$ cat src/rtl/alu_pkg.sv
// Shared opcode/state types and opcode classification helpers for the multi-cycle ALU.
package alu_pkg;

  typedef enum logic [3:0] {
    OP_ADD   = 4'd0,
    OP_SUB   = 4'd1,
    OP_AND   = 4'd2,
    OP_OR    = 4'd3,
    OP_XOR   = 4'd4,
    OP_SLL   = 4'd5,
    OP_SRL   = 4'd6,
    OP_SRA   = 4'd7,
    OP_SLT   = 4'd8,
    OP_SLTU  = 4'd9,
    OP_MUL   = 4'd10,
    OP_MULHU = 4'd11,
    OP_DIVU  = 4'd12,
    OP_REMU  = 4'd13,
    OP_RSV0  = 4'd14,
    OP_RSV1  = 4'd15
  } alu_op_e;

  typedef enum logic [1:0] {
    ST_IDLE = 2'd0,
    ST_BUSY = 2'd1,
    ST_DONE = 2'd2
  } alu_state_e;

  function automatic logic is_iter_op(input alu_op_e op);
    return (op == OP_MUL) || (op == OP_MULHU) || (op == OP_DIVU) || (op == OP_REMU);
  endfunction

  function automatic logic is_div_op(input alu_op_e op);
    return (op == OP_DIVU) || (op == OP_REMU);
  endfunction

  // Ops whose result lives in the upper half of the working register.
  function automatic logic is_hi_op(input alu_op_e op);
    return (op == OP_MULHU) || (op == OP_REMU);
  endfunction

endpackage

$ cat src/rtl/alu_muldiv_iter.sv
// Iterative shift-add multiplier / restoring divider, one bit per cycle over a 2*XLEN register.
module alu_muldiv_iter
  import alu_pkg::*;
#(
  parameter int unsigned XLEN = 32
) (
  input  logic            clk,
  input  logic            rst_n,
  input  logic            start,
  input  alu_op_e         op,
  input  logic [XLEN-1:0] a,
  input  logic [XLEN-1:0] b,
  output logic            done,
  output logic [XLEN-1:0] result
);

  localparam int unsigned CW = $clog2(XLEN);
  localparam int unsigned PW = 2 * XLEN;

  logic [PW-1:0]   acc_q, acc_d;
  logic [XLEN-1:0] opnd_q, opnd_d;
  logic [CW-1:0]   cnt_q, cnt_d;
  logic            run_q, run_d;
  logic            div_q, div_d;
  logic            hi_q, hi_d;
  logic            done_q, done_d;
  logic            start_div_c;

  // One iteration: mul = {hi, multiplier}; div = {remainder, dividend/quotient}.
  function automatic logic [PW-1:0] step(input logic [PW-1:0]   acc,
                                         input logic [XLEN-1:0] opnd,
                                         input logic            is_div);
    logic [XLEN:0]   sum;
    logic [XLEN:0]   shifted;
    logic [XLEN-1:0] rem_sub;
    logic            ge;
    if (is_div) begin
      shifted = {acc[PW-1:XLEN], acc[XLEN-1]};
      ge      = (shifted >= {1'b0, opnd});
      rem_sub = shifted[XLEN-1:0] - opnd;
      step    = {(ge ? rem_sub : shifted[XLEN-1:0]), acc[XLEN-2:0], ge};
    end else begin
      sum  = {1'b0, acc[PW-1:XLEN]} + (acc[0] ? {1'b0, opnd} : (XLEN+1)'(0));
      step = {sum, acc[XLEN-1:1]};
    end
  endfunction

  assign start_div_c = is_div_op(op);

  // The load cycle performs the first iteration, so done pulses after XLEN steps.
  always_comb begin
    acc_d  = acc_q;
    opnd_d = opnd_q;
    cnt_d  = cnt_q;
    run_d  = run_q;
    div_d  = div_q;
    hi_d   = hi_q;
    done_d = 1'b0;
    if (start) begin
      div_d  = start_div_c;
      hi_d   = is_hi_op(op);
      opnd_d = start_div_c ? b : a;
      acc_d  = step({XLEN'(0), (start_div_c ? a : b)}, (start_div_c ? b : a), start_div_c);
      cnt_d  = CW'(1);
      run_d  = 1'b1;
    end else if (run_q) begin
      acc_d = step(acc_q, opnd_q, div_q);
      cnt_d = cnt_q + CW'(1);
      if (cnt_q == CW'(XLEN - 1)) begin
        run_d  = 1'b0;
        done_d = 1'b1;
      end
    end
  end

  always_ff @(posedge clk or negedge rst_n) begin
    if (!rst_n) begin
      acc_q  <= '0;
      opnd_q <= '0;
      cnt_q  <= '0;
      run_q  <= 1'b0;
      div_q  <= 1'b0;
      hi_q   <= 1'b0;
      done_q <= 1'b0;
    end else begin
      acc_q  <= acc_d;
      opnd_q <= opnd_d;
      cnt_q  <= cnt_d;
      run_q  <= run_d;
      div_q  <= div_d;
      hi_q   <= hi_d;
      done_q <= done_d;
    end
  end

  assign done   = done_q;
  assign result = hi_q ? acc_q[PW-1:XLEN] : acc_q[XLEN-1:0];

endmodule

$ cat src/rtl/alu_mc.sv
// Multi-cycle ALU: single-cycle logic/arith ops in place, mul/div through the iterative unit.
module alu_mc
  import alu_pkg::*;
#(
  parameter int unsigned XLEN = 32,
  parameter int unsigned SHW  = $clog2(XLEN)
) (
  input  logic            clk,
  input  logic            rst_n,
  input  logic            in_valid,
  output logic            in_ready,
  input  logic [XLEN-1:0] a,
  input  logic [XLEN-1:0] b,
  input  alu_op_e         op,
  output logic            out_valid,
  input  logic            out_ready,
  output logic [XLEN-1:0] y,
  output logic            zero,
  output logic            busy
);

  alu_state_e      state_q, state_d;
  logic [XLEN-1:0] y_q, y_d;
  logic            out_valid_q, out_valid_d;
  logic            busy_q, busy_d;
  logic            in_ready_q, in_ready_d;
  logic            start_c;
  logic            md_done;
  logic [XLEN-1:0] md_result;

  logic            sub_c;
  logic [XLEN-1:0] b_opnd_c;
  logic [XLEN:0]   sum_c;
  logic            slt_c;
  logic            sltu_c;
  logic [XLEN-1:0] alu_c;

  // Shared adder: everything except ADD subtracts via a + ~b + 1.
  assign sub_c    = (op != OP_ADD);
  assign b_opnd_c = sub_c ? ~b : b;
  assign sum_c    = {1'b0, a} + {1'b0, b_opnd_c} + (XLEN+1)'(sub_c);
  assign slt_c    = sum_c[XLEN-1] ^ ((a[XLEN-1] ^ b[XLEN-1]) & (sum_c[XLEN-1] ^ a[XLEN-1]));
  assign sltu_c   = ~sum_c[XLEN];

  always_comb begin
    alu_c = '0;
    case (op)
      OP_ADD, OP_SUB: alu_c = sum_c[XLEN-1:0];
      OP_AND:         alu_c = a & b;
      OP_OR:          alu_c = a | b;
      OP_XOR:         alu_c = a ^ b;
      OP_SLL:         alu_c = a << b[SHW-1:0];
      OP_SRL:         alu_c = a >> b[SHW-1:0];
      OP_SRA:         alu_c = $unsigned($signed(a) >>> b[SHW-1:0]);
      OP_SLT:         alu_c = XLEN'(slt_c);
      OP_SLTU:        alu_c = XLEN'(sltu_c);
      default:        alu_c = '0;
    endcase
  end

  alu_muldiv_iter #(.XLEN(XLEN)) u_muldiv (
    .clk    (clk),
    .rst_n  (rst_n),
    .start  (start_c),
    .op     (op),
    .a      (a),
    .b      (b),
    .done   (md_done),
    .result (md_result)
  );

  always_comb begin
    state_d     = state_q;
    y_d         = y_q;
    out_valid_d = out_valid_q;
    busy_d      = busy_q;
    in_ready_d  = in_ready_q;
    start_c     = 1'b0;
    case (state_q)
      ST_IDLE: begin
        in_ready_d = 1'b1;
        if (in_valid && in_ready_q) begin
          in_ready_d = 1'b0;
          if (is_iter_op(op)) begin
            start_c = 1'b1;
            state_d = ST_BUSY;
            busy_d  = 1'b1;
          end else begin
            y_d         = alu_c;
            state_d     = ST_DONE;
            out_valid_d = 1'b1;
          end
        end
      end
      ST_BUSY: begin
        if (md_done) begin
          y_d         = md_result;
          state_d     = ST_DONE;
          busy_d      = 1'b0;
          out_valid_d = 1'b1;
        end
      end
      ST_DONE: begin
        if (out_ready) begin
          state_d     = ST_IDLE;
          out_valid_d = 1'b0;
          in_ready_d  = 1'b1;
        end
      end
      default: begin
        state_d     = ST_IDLE;
        out_valid_d = 1'b0;
        busy_d      = 1'b0;
        in_ready_d  = 1'b0;
      end
    endcase
  end

  always_ff @(posedge clk or negedge rst_n) begin
    if (!rst_n) begin
      state_q     <= ST_IDLE;
      y_q         <= '0;
      out_valid_q <= 1'b0;
      busy_q      <= 1'b0;
      in_ready_q  <= 1'b0;
    end else begin
      state_q     <= state_d;
      y_q         <= y_d;
      out_valid_q <= out_valid_d;
      busy_q      <= busy_d;
      in_ready_q  <= in_ready_d;
    end
  end

  assign in_ready  = in_ready_q;
  assign out_valid = out_valid_q;
  assign busy      = busy_q;
  assign y         = y_q;
  assign zero      = (y_q == '0);

endmodule

$ cat config.mk
export PLATFORM = sky130hd
export DESIGN_NAME = alu_mc
export DESIGN_NICKNAME = d
export VERILOG_FILES = /design/src/rtl/alu_pkg.sv /design/src/rtl/alu_muldiv_iter.sv /design/src/rtl/alu_mc.sv
export SDC_FILE = /design/constraint.sdc
export NUM_CORES = 1
export LEC_CHECK = 0
export BUFFER_PORTS_ARGS = -buffer_cell sky130_fd_sc_hd__buf_2
export CORE_AREA = 2 2 227 229
export CTS_CLUSTER_SIZE = 28
export DETAILED_ROUTE_END_ITERATION = 8
export DIE_AREA = 0 0 229 231
export SYNTH_ARGS = -nofsm -noshare
export SYNTH_HDL_FRONTEND = slang
export SYNTH_HIERARCHICAL = 1
export SYNTH_SLANG_ARGS = --single-unit
$ cat constraint.sdc
create_clock -name clk -period 3.67 [get_ports clk]
set_input_delay 0.734 -clock clk [delete_from_list [all_inputs] [get_ports clk]]
set_output_delay 0.734 -clock clk [all_outputs]
set_load 0.02 [all_outputs]
After elaboration in Yosys (flattened, before gate mapping)

Index checks and enable logic that the tools add are counted.

Register bits: 142
Output and inout bits: 36
Logic and storage cells: 118

$add $sub $neg: 6
$lt $le $gt $ge: 2
Equality and inequality tests: 21
Shifts and indexed selects: 3
Mux-type cells: 45
Bitwise gates (word level): 11
Reductions and logical operators: 18

Operators by type and width:

| cell               | number |
|---|---|
| $mux 32            | 11 |
| $pmux 32 s9        | 1 |
| $mux 64            | 4 |
| $pmux 32 s2        | 1 |
| $add 32x32->33     | 1 |
| $add 32x33->33     | 1 |
| $add 33x1->33      | 1 |
| $ge 33x32->1       | 1 |
| $and 32x32->32     | 1 |
| $ge 1x32->1        | 1 |
| $logic_not 32->1   | 1 |
| $not 32->32        | 1 |
| $or 32x32->32      | 1 |
| $shl 32x5->32      | 1 |
| $shr 32x5->32      | 1 |
| $sshr 32x5->32     | 1 |
| $sub 1x32->32      | 1 |
| $sub 32x32->32     | 1 |
| $xor 32x32->32     | 1 |
| $eq 4x4->1 const B | 6 |
| $mux 1             | 18 |
| $eq 4x3->1 const B | 4 |
| $reduce_and 4->1   | 3 |
| $mux 5             | 2 |
| other kinds (23)   | 41 |

Logic depth before layout (Yosys ltp)

Gate-level depths: netlist (run 1).

Depth in word-level cells: 11
Gate-level depth with buffers: 15

Modules after synthesis

Netlist (run 1), hierarchy kept.

Modules (own cells, without submodules):

| module          | times used | cells an instance | area each (sq um) | sequential area each (sq um) |
|---|---|---|---|---|
| alu_muldiv_iter | 1          | 1402              | 10695.3           | 2627.5 |
| alu_mc          | 1          | 1188              | 9287.7            | 925.9 |

Worst setup path after synthesis (run 1)

OpenSTA, ideal clock, no wires.

Kind: input-to-reg
From: input port op[0]
To: register y_q[28], in the netlist y[28]
Library setup time: 0.082 ns
Data arrival time: 4.162 ns
Data required time: 3.588 ns
Path slack: -0.574 ns
Cell stages on the path: 13
Buffers on the path: 2
Cells stage by stage: buf_2 -> nor4_4 -> buf_1 -> xnor2_1 -> fa_1 -> a21o_1 -> a311o_1 -> a21oi_1 -> a22oi_1 -> a31oi_2 -> nor2_1 -> or4_1 -> o22ai_1

Word-level cells in the longest chain between the ends: 8
Elaborated cells on any way between the ends: 28

RTL lines:

| item                 | line          | text |
|---|---|---|
| from (decl)          | alu_mc.sv:14  | `input alu_op_e op,` |
| $reduce_bool 4->1    | alu_mc.sv:39  | `assign sub_c = (op != OP_ADD);` |
| $mux 32              | alu_mc.sv:40  | `assign b_opnd_c = sub_c ? ~b : b;` |
| $add 32x32->33       | alu_mc.sv:41  | `assign sum_c = {1'b0, a} + {1'b0, b_opnd_c} + (XLEN+1)'(sub_c);` |
| $add 33x1->33        | alu_mc.sv:41  |  |
| $pmux 32 s9          | alu_mc.sv:47  | `case (op)` |
| $mux 32              | alu_mc.sv:84  | `if (is_iter_op(op)) begin` |
| $mux 32              | alu_mc.sv:82  | `if (in_valid && in_ready_q) begin` |
| $pmux 32 s2          | alu_mc.sv:79  | `case (state_q)` |
| to (signal assigned) | alu_mc.sv:128 | `y_q <= y_d;` |
| to (decl)            | alu_mc.sv:23  | `logic [XLEN-1:0] y_q, y_d;` |

Several ways; a longest one is shown, not always the timed one. The select of a mux whose other input is x is not followed.
A chain may end at the register's enable or synchronous reset.

Worst setup path after layout (run 1)

From: input port b[4]
To: register u_muldiv.acc_q[57]

Word-level cells in the longest chain between the ends: 5
Elaborated cells on any way between the ends: 6

RTL lines:

| item                                         | line                                         | text |
|---|---|---|
| from (decl)                                  | alu_mc.sv:13                                 | `input logic [XLEN-1:0] b,` |
| $mux 32 *                                    | alu_muldiv_iter.sv:63                        | `acc_d = step({XLEN'(0), (start_div_c ? a : b)}, (start_div_c ? b : a), start_div_c);` |
| $sub 1x32->32 or $ge 1x32->1 (tied branches) | alu_muldiv_iter.sv:40, alu_muldiv_iter.sv:39 |  |
| $mux 32 *                                    | alu_muldiv_iter.sv:41                        | `step = {(ge ? rem_sub : shifted[XLEN-1:0]), acc[XLEN-2:0], ge};` |
| $mux 64 *                                    | alu_muldiv_iter.sv:37                        | `if (is_div) begin` |
| $mux 64 *                                    | alu_muldiv_iter.sv:59                        | `if (start) begin` |
| to (signal assigned)                         | alu_muldiv_iter.sv:78                        | `acc_q <= '0;` |
| to (signal assigned)                         | alu_muldiv_iter.sv:86                        | `acc_q <= acc_d;` |
| to (decl)                                    | alu_muldiv_iter.sv:20                        | `logic [PW-1:0] acc_q, acc_d;` |

Mark *: on every way between the ends. The rest lies on a longest branch, timed or not.

==> out/results.txt, run 1 <==
The dominant combinational cell family by area after synthesis was compound AO/OA/AOI/OAI gates. For this design the ratio of total power to cell area is 850 mW/mm^2. The number of CTS-inserted buffers is 17, and the number of levels in the clock H-tree is 4. The number of enable-type register cells in the synthesized netlist works out to 0.

Clock skew on the completed layout was measured at 0.0148 ns. The clock latency on the worst-skew pair was 0.47 ns; the post-CTS clock slew at the launch and capture registers of the worst setup and hold paths was 0.07 ns. The tools report the final RePlAce weighted congestion as 1.02. The run gives 3,017 as the final net count. The max-capacitance violation count was 0. The cell area after layout was 0.0232 sq mm.

In the final layout, flip-flops and latches occupy 0.00356 sq mm. Setup repair after global routing left no endpoint under its margin. The path category of the worst min-delay check was in2async.

The number of antenna violations at the first check in global routing is 3. For this run, the number of Yosys warnings is 6. Counting every instance in the synthesized netlist gives 2,590. The synthesized area divided by synthesized cell count was 7.72 sq um. The clock net in this run drives a total of 142 sinks. The run gives 0.351 as the total routing resource utilization after global routing. The run gives -0.150 ns as the final worst slack. The tools report the HPWL reported at the end of detailed placement as 73,800 microns.

STA classifies the critical path endpoint as a register. Pin placement for this block handled 108 I/O pins. In this run the vertical extent of the chip is 231 microns.

The setup fix buffers added after clock tree synthesis is 0. CTS placed an instance of sky130_fd_sc_hd__clkbuf_16 at the clock tree root. The tools report the launch point of the worst reg-to-reg path as u_muldiv/acc_q[31].

Before antenna repair, the detailed router went through 7 iterations. TritonCTS built the clock tree. During placement, the flow inserted port buffers numbering 107. The slew at the pin closest to its max-slew limit was 0.940 ns; the largest net degree at the start of global routing was 79. The fraction of registers with async set/reset was 1.00; the area of the placeable core was 0.0507 sq mm.

The count of antenna-violating nets left after detailed routing was 0. After global routing the overflow that remains totals 0. The detailed router placed 22,008 vias in this run. Summed over all cells, the static leakage comes to 0.0102 uW.

Horizontal die dimension: 229 microns. The via count of the first global-routing pass is 21,499. The run gives 0 as the number of max-slew violations in the final report.

The leading cell type in the layout, fill and taps excluded was sky130_fd_sc_hd__nand2_1. VDD sags by at most 0.000446 V. The type of element launching the critical path was a primary input.

In the final routed layout, each cell accounts on average for 27.1 microns. By startpoint and endpoint, the worst setup path is classified as in2reg. The ratio of final minimum period to clock period was 1.04. The violation count after the first detailed-route iteration was 2,473. The die covers 0.0529 sq mm. The fraction of layout cells with a size suffix above 1 came out at 0.199. The final reports fail on negative setup slack. The xor/xnor cell area share of the yosys netlist is 0.0487. Setup violations remaining at the end of the flow were counted as 6. The post-synthesis share of cell area spent on full adders, half adders and majority gates works out to 0.106.

Compared with the post-synthesis result, the final layout area differs by 16.3%. After synthesis, the cell types taking the most area are sky130_fd_sc_hd__dfrtp_1 18%, sky130_fd_sc_hd__ha_1 10%, sky130_fd_sc_hd__mux4_2 7.7%, sky130_fd_sc_hd__nand2_1 5.7%, sky130_fd_sc_hd__nor2_1 5.4%. In this run, synthesis produced a sequential element count of 142.

In the routed design, unresolved DRC markers number 0. The achievable frequency is 262 MHz, and the number of hold violations in the final report is 0. The leading register cell type out of synthesis is sky130_fd_sc_hd__dfrtp_1. The fraction of synthesized area in multiplexers is 0.144, and the total detailed-routing wirelength is 94,100 microns. The final period demand of the worst path is 3.82 ns. The number of nets in the synthesized netlist is 2,829. Dividing the detail-routed via count by the number of cells gives 6.34. The biggest area contributor in the post-synthesis netlist is sky130_fd_sc_hd__dfrtp_1.

STA puts the critical path data required time at 4.01 ns. The final core utilization came out at 0.458. For the worst setup path, the data arrival time is 4.16 ns. The reg2reg setup slack was 0.08 ns. The initial core utilization is 0.394, and the largest driver fanout on the critical path is 42. Summing all multi-input logic gate instances after layout gives 0.0152 sq mm. After floorplanning, the core was divided into 83 placement rows. Fill cells in the final layout number 5,178. The sequential share of the synthesized area is 0.178, and the fraction of the mapped netlist area in compound gates is 0.251. The library cells used most frequently in the layout, excluding fill and tap cells, are 304 x sky130_fd_sc_hd__nand2_1, 284 x sky130_fd_sc_hd__nor2_1, 228 x sky130_fd_sc_hd__buf_4, 201 x sky130_fd_sc_hd__a21oi_1, 164 x sky130_fd_sc_hd__ha_1. The area fraction of the dominant cell type after synthesis is 0.178. The run gives 0.367 as the worst max-slew margin expressed relative to the limit.

In this run the worst setup path begins at b[4]. The first-pass GRT wire length is 140,000 microns. The maximum number of buffers from clock root to sink was 2; the area of placed instances was 0.0226 sq mm.

The synthesized-area fraction occupied by and/or/nand/nor cells is 0.207. For the area of the mapped netlist, the log shows 0.0200 sq mm. The flow ran to the end, but the final reports show violations.

The run gives 103 as the count of unique library cells instantiated by Yosys.
## repair_timing
action / in CTS / in global routing
hold buffers: 0 / 0
endpoints found under the setup margin: 0 / 2
endpoints found under the hold margin: 0 / 0
gates resized for setup: 0 / 3
## synth_stat cells (6+ instances only)
cell type / count
sky130_fd_sc_hd__nand2_1: 304
sky130_fd_sc_hd__nor2_1: 285
sky130_fd_sc_hd__a21oi_1: 203
sky130_fd_sc_hd__ha_1: 164
sky130_fd_sc_hd__inv_1: 143
sky130_fd_sc_hd__dfrtp_1: 142
sky130_fd_sc_hd__o21ai_0: 132
sky130_fd_sc_hd__clkbuf_1: 123
sky130_fd_sc_hd__a31oi_1: 97
sky130_fd_sc_hd__xnor2_1: 82
sky130_fd_sc_hd__mux2i_1: 73
sky130_fd_sc_hd__mux4_2: 68
sky130_fd_sc_hd__nand3_1: 55
sky130_fd_sc_hd__mux2_2: 48
sky130_fd_sc_hd__a21o_1: 47
sky130_fd_sc_hd__nor3_1: 42
sky130_fd_sc_hd__and2_1: 41
sky130_fd_sc_hd__nand4_1: 33
sky130_fd_sc_hd__a211oi_1: 32
sky130_fd_sc_hd__o211ai_1: 29
sky130_fd_sc_hd__xor2_1: 29
sky130_fd_sc_hd__a221oi_1: 27
sky130_fd_sc_hd__buf_2: 27
sky130_fd_sc_hd__nor4_1: 25
sky130_fd_sc_hd__and3_1: 19
sky130_fd_sc_hd__nand2b_1: 16
sky130_fd_sc_hd__o221ai_1: 16
sky130_fd_sc_hd__nor2b_1: 15
sky130_fd_sc_hd__or3_1: 15
sky130_fd_sc_hd__buf_1: 14
sky130_fd_sc_hd__o21bai_1: 14
sky130_fd_sc_hd__a22oi_1: 13
sky130_fd_sc_hd__o22ai_1: 13
sky130_fd_sc_hd__a221o_1: 11
sky130_fd_sc_hd__o21a_1: 11
sky130_fd_sc_hd__o21ai_1: 9
sky130_fd_sc_hd__and4_1: 8
sky130_fd_sc_hd__o2111ai_1: 8
sky130_fd_sc_hd__o311ai_0: 7
sky130_fd_sc_hd__o31ai_1: 6
## per-layer routing
| metal | track usage | share of wire | wire, microns |
|---|---|---|---|
| met1 | 0.457 | 0.41 | 38100 |
| met2 | 0.562 | 0.45 | 42700 |
| met3 | 0.0426 | 0.079 | 7420 |
| met4 | 0.202 | 0.062 | 5850 |
| met5 | 0 | 0.00018 | 17 |
## cell families after synthesis
logic type | count (synthesis)
xor gates and xnor gates | 111
and+or+nand+nor | 894
muxes | 195
adders and majority gates | 167
AOI/OAI and AO/OA | 760
buffers and inverters | 321
DFF | 142
## per-stage QoR
step	setup WS, ns	hold WS, ns	instances	setup TNS [ns]	total power [uW]
global placement	-0.411	0.472	3439	-7.30	17300
detailed placement	-0.308	0.474	3439	-6.61	17400
finish	-0.150	0.282	3473	-0.459	19700
global route	0.0111	0.348	3473	0	21100
CTS	0.101	0.332	3471	0	19400
floorplan	-0.0716	0.438	2590	-0.0902	13000
## cell type report
type / instances / share of cell area
timing repair buffer: 345 / 0.107
sequential: 142 / 0.153
antenna: 2 / 0.000215
tap: 680 / 0.0366
clock inverter: 15 / 0.00759
clock buffer: 17 / 0.0183
inverter: 145 / 0.0234
multi-input combinational: 2127 / 0.654
## critical path, cell delays in order
cell                       delay [ns]
sky130_fd_sc_hd__buf_2           0.20
sky130_fd_sc_hd__buf_12          0.22
sky130_fd_sc_hd__nor4_1          0.83
sky130_fd_sc_hd__nand4_1         0.41
sky130_fd_sc_hd__a221oi_4        0.50
sky130_fd_sc_hd__nand3_4         0.13
sky130_fd_sc_hd__o21ai_2         0.57
sky130_fd_sc_hd__a21o_1          0.17
sky130_fd_sc_hd__o21ai_0         0.08
sky130_fd_sc_hd__a221oi_1        0.27
## report_power, final
part	switching [uW]	internal (uW)	leakage, uW	total, uW
combinational	8390	5860	0.00826	14200
sequential	1270	2370	0.00162	3640
clock	831	1020	0.000289	1850
## state kept, by name (all words and copies together), names as in the netlist
signal	cells
u_muldiv/cnt_q	5
u_muldiv/div_q	1
busy	1
u_muldiv/hi_q	1
out_valid	1
state_q	2
u_muldiv/acc_q	64
u_muldiv/opnd_q	32
u_muldiv/run_q	1
in_ready	1
u_muldiv/done	1
y	32
## final timing paths
kind	depth (start not counted)	endpoint
worst max-delay path	10	u_muldiv/acc_q[57]
worst min register to register	1	out_valid
worst min-delay path	1	u_muldiv/acc_q[59]
worst max register to register	13	u_muldiv/acc_q[60]
max in group asynchronous	2	u_muldiv/opnd_q[5]
min in group clk	1	out_valid
(Power assumes the default switching activity.)
==> run 2, diff against run 1 <==
- CORE_AREA: 2 2 227 229 -> 2 2 242 244
- CTS_CLUSTER_DIAMETER: unset -> 60
- DIE_AREA: 0 0 229 231 -> 0 0 244 246
==> out/results.txt, run 2 (same netlist as run 1, synthesis figures left out) <==
The flow ran to the end, and the final reports show no timing, DRC or antenna violations. The buffer and inverter count on the worst path was 4 (was 2); the final period demand of the worst path was 3.55 ns (was 3.82 ns). The die height came out at 246 microns (was 231 microns). The horizontal die dimension is 244 microns (was 229 microns).

The depth of the worst register-to-register path was 15 (was 13). Setup repair after global routing could not meet its margin everywhere. For the final worst slack, the log shows 0.120 ns (was -0.150 ns). The power density of the placed cells is 859 mW/mm^2 (was 850 mW/mm^2), and the area growth from synthesis to layout is 16.8% (was 16.3%). The residual overflow from global routing came out at 0 (unchanged). The clock tree skew after final layout was 0.0135 ns (was 0.0148 ns).

Most used cells in the layout excluding fill and tap cells: 304 x sky130_fd_sc_hd__nand2_1, 284 x sky130_fd_sc_hd__nor2_1, 233 x sky130_fd_sc_hd__buf_4, 201 x sky130_fd_sc_hd__a21oi_1, 164 x sky130_fd_sc_hd__ha_1 (was 304 x sky130_fd_sc_hd__nand2_1, 284 x sky130_fd_sc_hd__nor2_1, 228 x sky130_fd_sc_hd__buf_4, 201 x sky130_fd_sc_hd__a21oi_1, 164 x sky130_fd_sc_hd__ha_1). The classification of the worst setup path was reg2reg (was in2reg). The final count of negative-setup-slack endpoints is 0 (was 6), and the number of antenna violations at the first check in global routing is 2 (was 3). The path category of the worst min-delay check was in2async (unchanged). The count of buffers inserted at the top-level ports was 107 (unchanged). For the maximum number of buffers from clock root to sink, the log shows 2 (unchanged). Kind of cell adding the most delay to the critical path: compound AO/OA/AOI/OAI gates (unchanged).

The routed via count divided by cell count is 6.25 (was 6.34), and the data required time of the critical path is 4.02 ns (was 4.01 ns). The fraction of layout cells with a size suffix above 1 was 0.201 (was 0.199). TritonCTS built the clock tree.

The tools report the area of combinational cells with multiple inputs as 0.0152 sq mm (about the same). The critical path capture point type was a register (unchanged). The tools report the antenna diode count as 0 (was 2). The launch point of the worst reg-to-reg path was u_muldiv/acc_q[0] (was u_muldiv/acc_q[31]).

The run gives 70,700 microns (was 73,800 microns) as the HPWL reported at the end of detailed placement. The critical path capture point was u_muldiv/acc_q[60] (was u_muldiv/acc_q[57]). The clock latency on the worst-skew pair is 0.47 ns (about the same).

The number of cells in the finished layout apart from fillers is 3,562 (was 3,473), and the leakage power is 0.0102 uW (about the same). The run gives 5,859 (was 5,178) as the count of filler cells inserted in the layout. The largest driver fanout on the critical path works out to 17 (was 42). For the number of max-slew violations in the final report, the log shows 0 (unchanged). The clock tree root driver cell was sky130_fd_sc_hd__clkbuf_16 (unchanged).

The tools report the origin of the worst setup path as u_muldiv/acc_q[0] (was b[4]). The ratio of final minimum period to clock period was 0.967 (was 1.04); the setup fix buffers added after clock tree synthesis was 0 (unchanged). The number of CTS-inserted buffers came out at 17 (unchanged). The cell depth of the worst setup path came out at 15 (was 10). The slew at the pin closest to its max-slew limit was 0.927 ns (was 0.940 ns). The via count of the first global-routing pass was 21,594 (was 21,499).

Area of the placeable core: 0.0574 sq mm (was 0.0507 sq mm). The most flop-heavy register was u_muldiv/acc_q (unchanged). The highest cell delay on the worst timing path works out to 0.44 ns (was 0.83 ns). The first-pass GRT wire length is 138,000 microns (was 140,000 microns). The logs give 6 (was 7) for the total iterations of the first detailed-routing run and 0.00356 sq mm (unchanged) for the sequential cell area in the final layout. The type of element launching the critical path was a register (was a primary input). The tools report the total number of placement rows as 88 (was 83). The capture point of the worst reg-to-reg path is u_muldiv/acc_q[60] (unchanged).

For the final routed DRC violation total, the log shows 0 (unchanged). The max-capacitance violation count is 0 (unchanged). The leading cell type in the layout, fill and taps excluded was sky130_fd_sc_hd__nand2_1 (unchanged). The most frequent cell on the critical path is sky130_fd_sc_hd__buf_4. The post-CTS clock slew at the launch and capture registers of the worst setup and hold paths came out at 0.07 ns (about the same). For the final net count, the log shows 3,023 (was 3,017). The number of vias in the routed layout was 22,253 (was 22,008). The routed length per placed instance was 26.0 microns (was 27.1 microns). The run gives 0 (unchanged) as the number of buffers inserted by hold repair at cts. The number of flip-flops under the largest register name was 64 (unchanged).

The number of levels in the clock H-tree came out at 4 (unchanged). The total routing resource utilization after global routing came out at 0.303 (was 0.351). The run gives 3.90 ns (was 4.16 ns) as the arrival time of data at the critical path endpoint.

The logs give 3,530 (was 3,439) for the placed instance count and 92,600 microns (was 94,100 microns) for the total detailed-routing wirelength. The run gives 0.000550 V (was 0.000446 V) as the worst ir drop on vdd. The worst max-slew margin expressed relative to the limit came out at 0.380 (was 0.367).

The count of antenna-violating nets left after detailed routing is 0 (unchanged). Initial core utilization: 0.348 (was 0.394). The floorplan die area was 0.0600 sq mm (was 0.0529 sq mm); the achievable frequency was 282 MHz (was 262 MHz). Crit path cell chain: buf_12, and2_1, ha_1, nor3_1, buf_4, nor2_1, a2111oi_4, o31ai_1, buf_4, nand3_1, o22ai_1, buf_4, a211oi_2, xnor2_1, a211o_1 (was buf_2, buf_12, nor4_1, nand4_1, a221oi_4, nand3_4, o21ai_2, a21o_1, o21ai_0, a221oi_1). The run gives -0.254 ns (was -0.308 ns) as the setup slack at placement.

Largest net degree at the start of global routing: 76 (was 79). The run gives 142 (unchanged) as the clock sink count. Standard cell with the maximum stage delay on the critical path: sky130_fd_sc_hd__dfrtp_1 (was sky130_fd_sc_hd__nor4_1). The final RePlAce weighted congestion is 0.989 (was 1.02). The number of hold violations in the final report was 0 (unchanged). The reg2reg setup slack is 0.12 ns (was 0.08 ns), and the violation count after the first detailed-route iteration is 2,742 (was 2,473). For the total I/O pin count, the log shows 108 (unchanged).
==> run 2: layer usage <==
layer  global-route usage  up-vias  routed length, microns  share of wire
met4                0.154        0                    5010          0.054
met5                    0        -                       0              0
li1                     -     9891                       -              -
met3               0.0469      226                    8600          0.093
met1                0.400    10846                   37700           0.41
met2                0.478     1290                   41300           0.45
==> run 2: layout make-up <==
class,count,area share
Multi-Input combinational cell,2127,0.652
Sequential cell,142,0.152
Timing Repair Buffer,351,0.108
Tap cell,765,0.0410
Inverter,145,0.0233
Clock buffer,19,0.0190
Clock inverter,13,0.00391
==> run 2: repair_timing <==
item                                    4_1_cts  5_1_grt
endpoints found under the setup margin        0        5
hold endpoints to repair                      0        0
resized for setup                             0        5
==> run 2: through the flow <==
step                      hold slack [ns]  setup TNS, ns  power, uW  area, sq um  utilization
after global placement              0.460          -1.83      17700        22800        0.397
after global routing                0.319        -0.0162      21400        23300        0.407
final                               0.258              0      20100        23300        0.407
after CTS                           0.322              0      19600        23300        0.406
after floorplan                     0.438        -0.0902      13000        20100            -
after detailed placement            0.470          -2.40      17800        22800        0.397
==> run 2: worst min path at each step <==
stage | from | endpoint | slack (ns) | cells after the start
floorplan | rst_n | busy | 0.44 | 0
global placement | out_valid | out_valid | 0.46 | 1
detailed placement | out_valid | out_valid | 0.47 | 1
CTS | rst_n | out_valid | 0.32 | 1
global route | rst_n | out_valid | 0.32 | 1
finish | rst_n | out_valid | 0.26 | 1
==> run 2: worst register-to-register path: stages (launching register included) <==
cell and delay (ns):
sky130_fd_sc_hd__dfrtp_1 0.44, sky130_fd_sc_hd__buf_12 0.18, sky130_fd_sc_hd__and2_1 0.14, sky130_fd_sc_hd__ha_1 0.37
sky130_fd_sc_hd__nor3_1 0.23, sky130_fd_sc_hd__buf_4 0.16, sky130_fd_sc_hd__nor2_1 0.07, sky130_fd_sc_hd__a2111oi_4 0.40
sky130_fd_sc_hd__o31ai_1 0.11, sky130_fd_sc_hd__buf_4 0.15, sky130_fd_sc_hd__nand3_1 0.16, sky130_fd_sc_hd__o22ai_1 0.16
sky130_fd_sc_hd__buf_4 0.16, sky130_fd_sc_hd__a211oi_2 0.25, sky130_fd_sc_hd__xnor2_1 0.14, sky130_fd_sc_hd__a211o_1 0.31
==> run 2: where the power goes <==
part / leakage [uW] / switching (uW) / total (uW) / internal, uW
clock: 0.000259 / 801 / 1680 / 880
combinational: 0.00829 / 8760 / 14900 / 6110
sequential: 0.00162 / 1130 / 3500 / 2370
total: 0.0102 / 10700 / 20100 / 9360
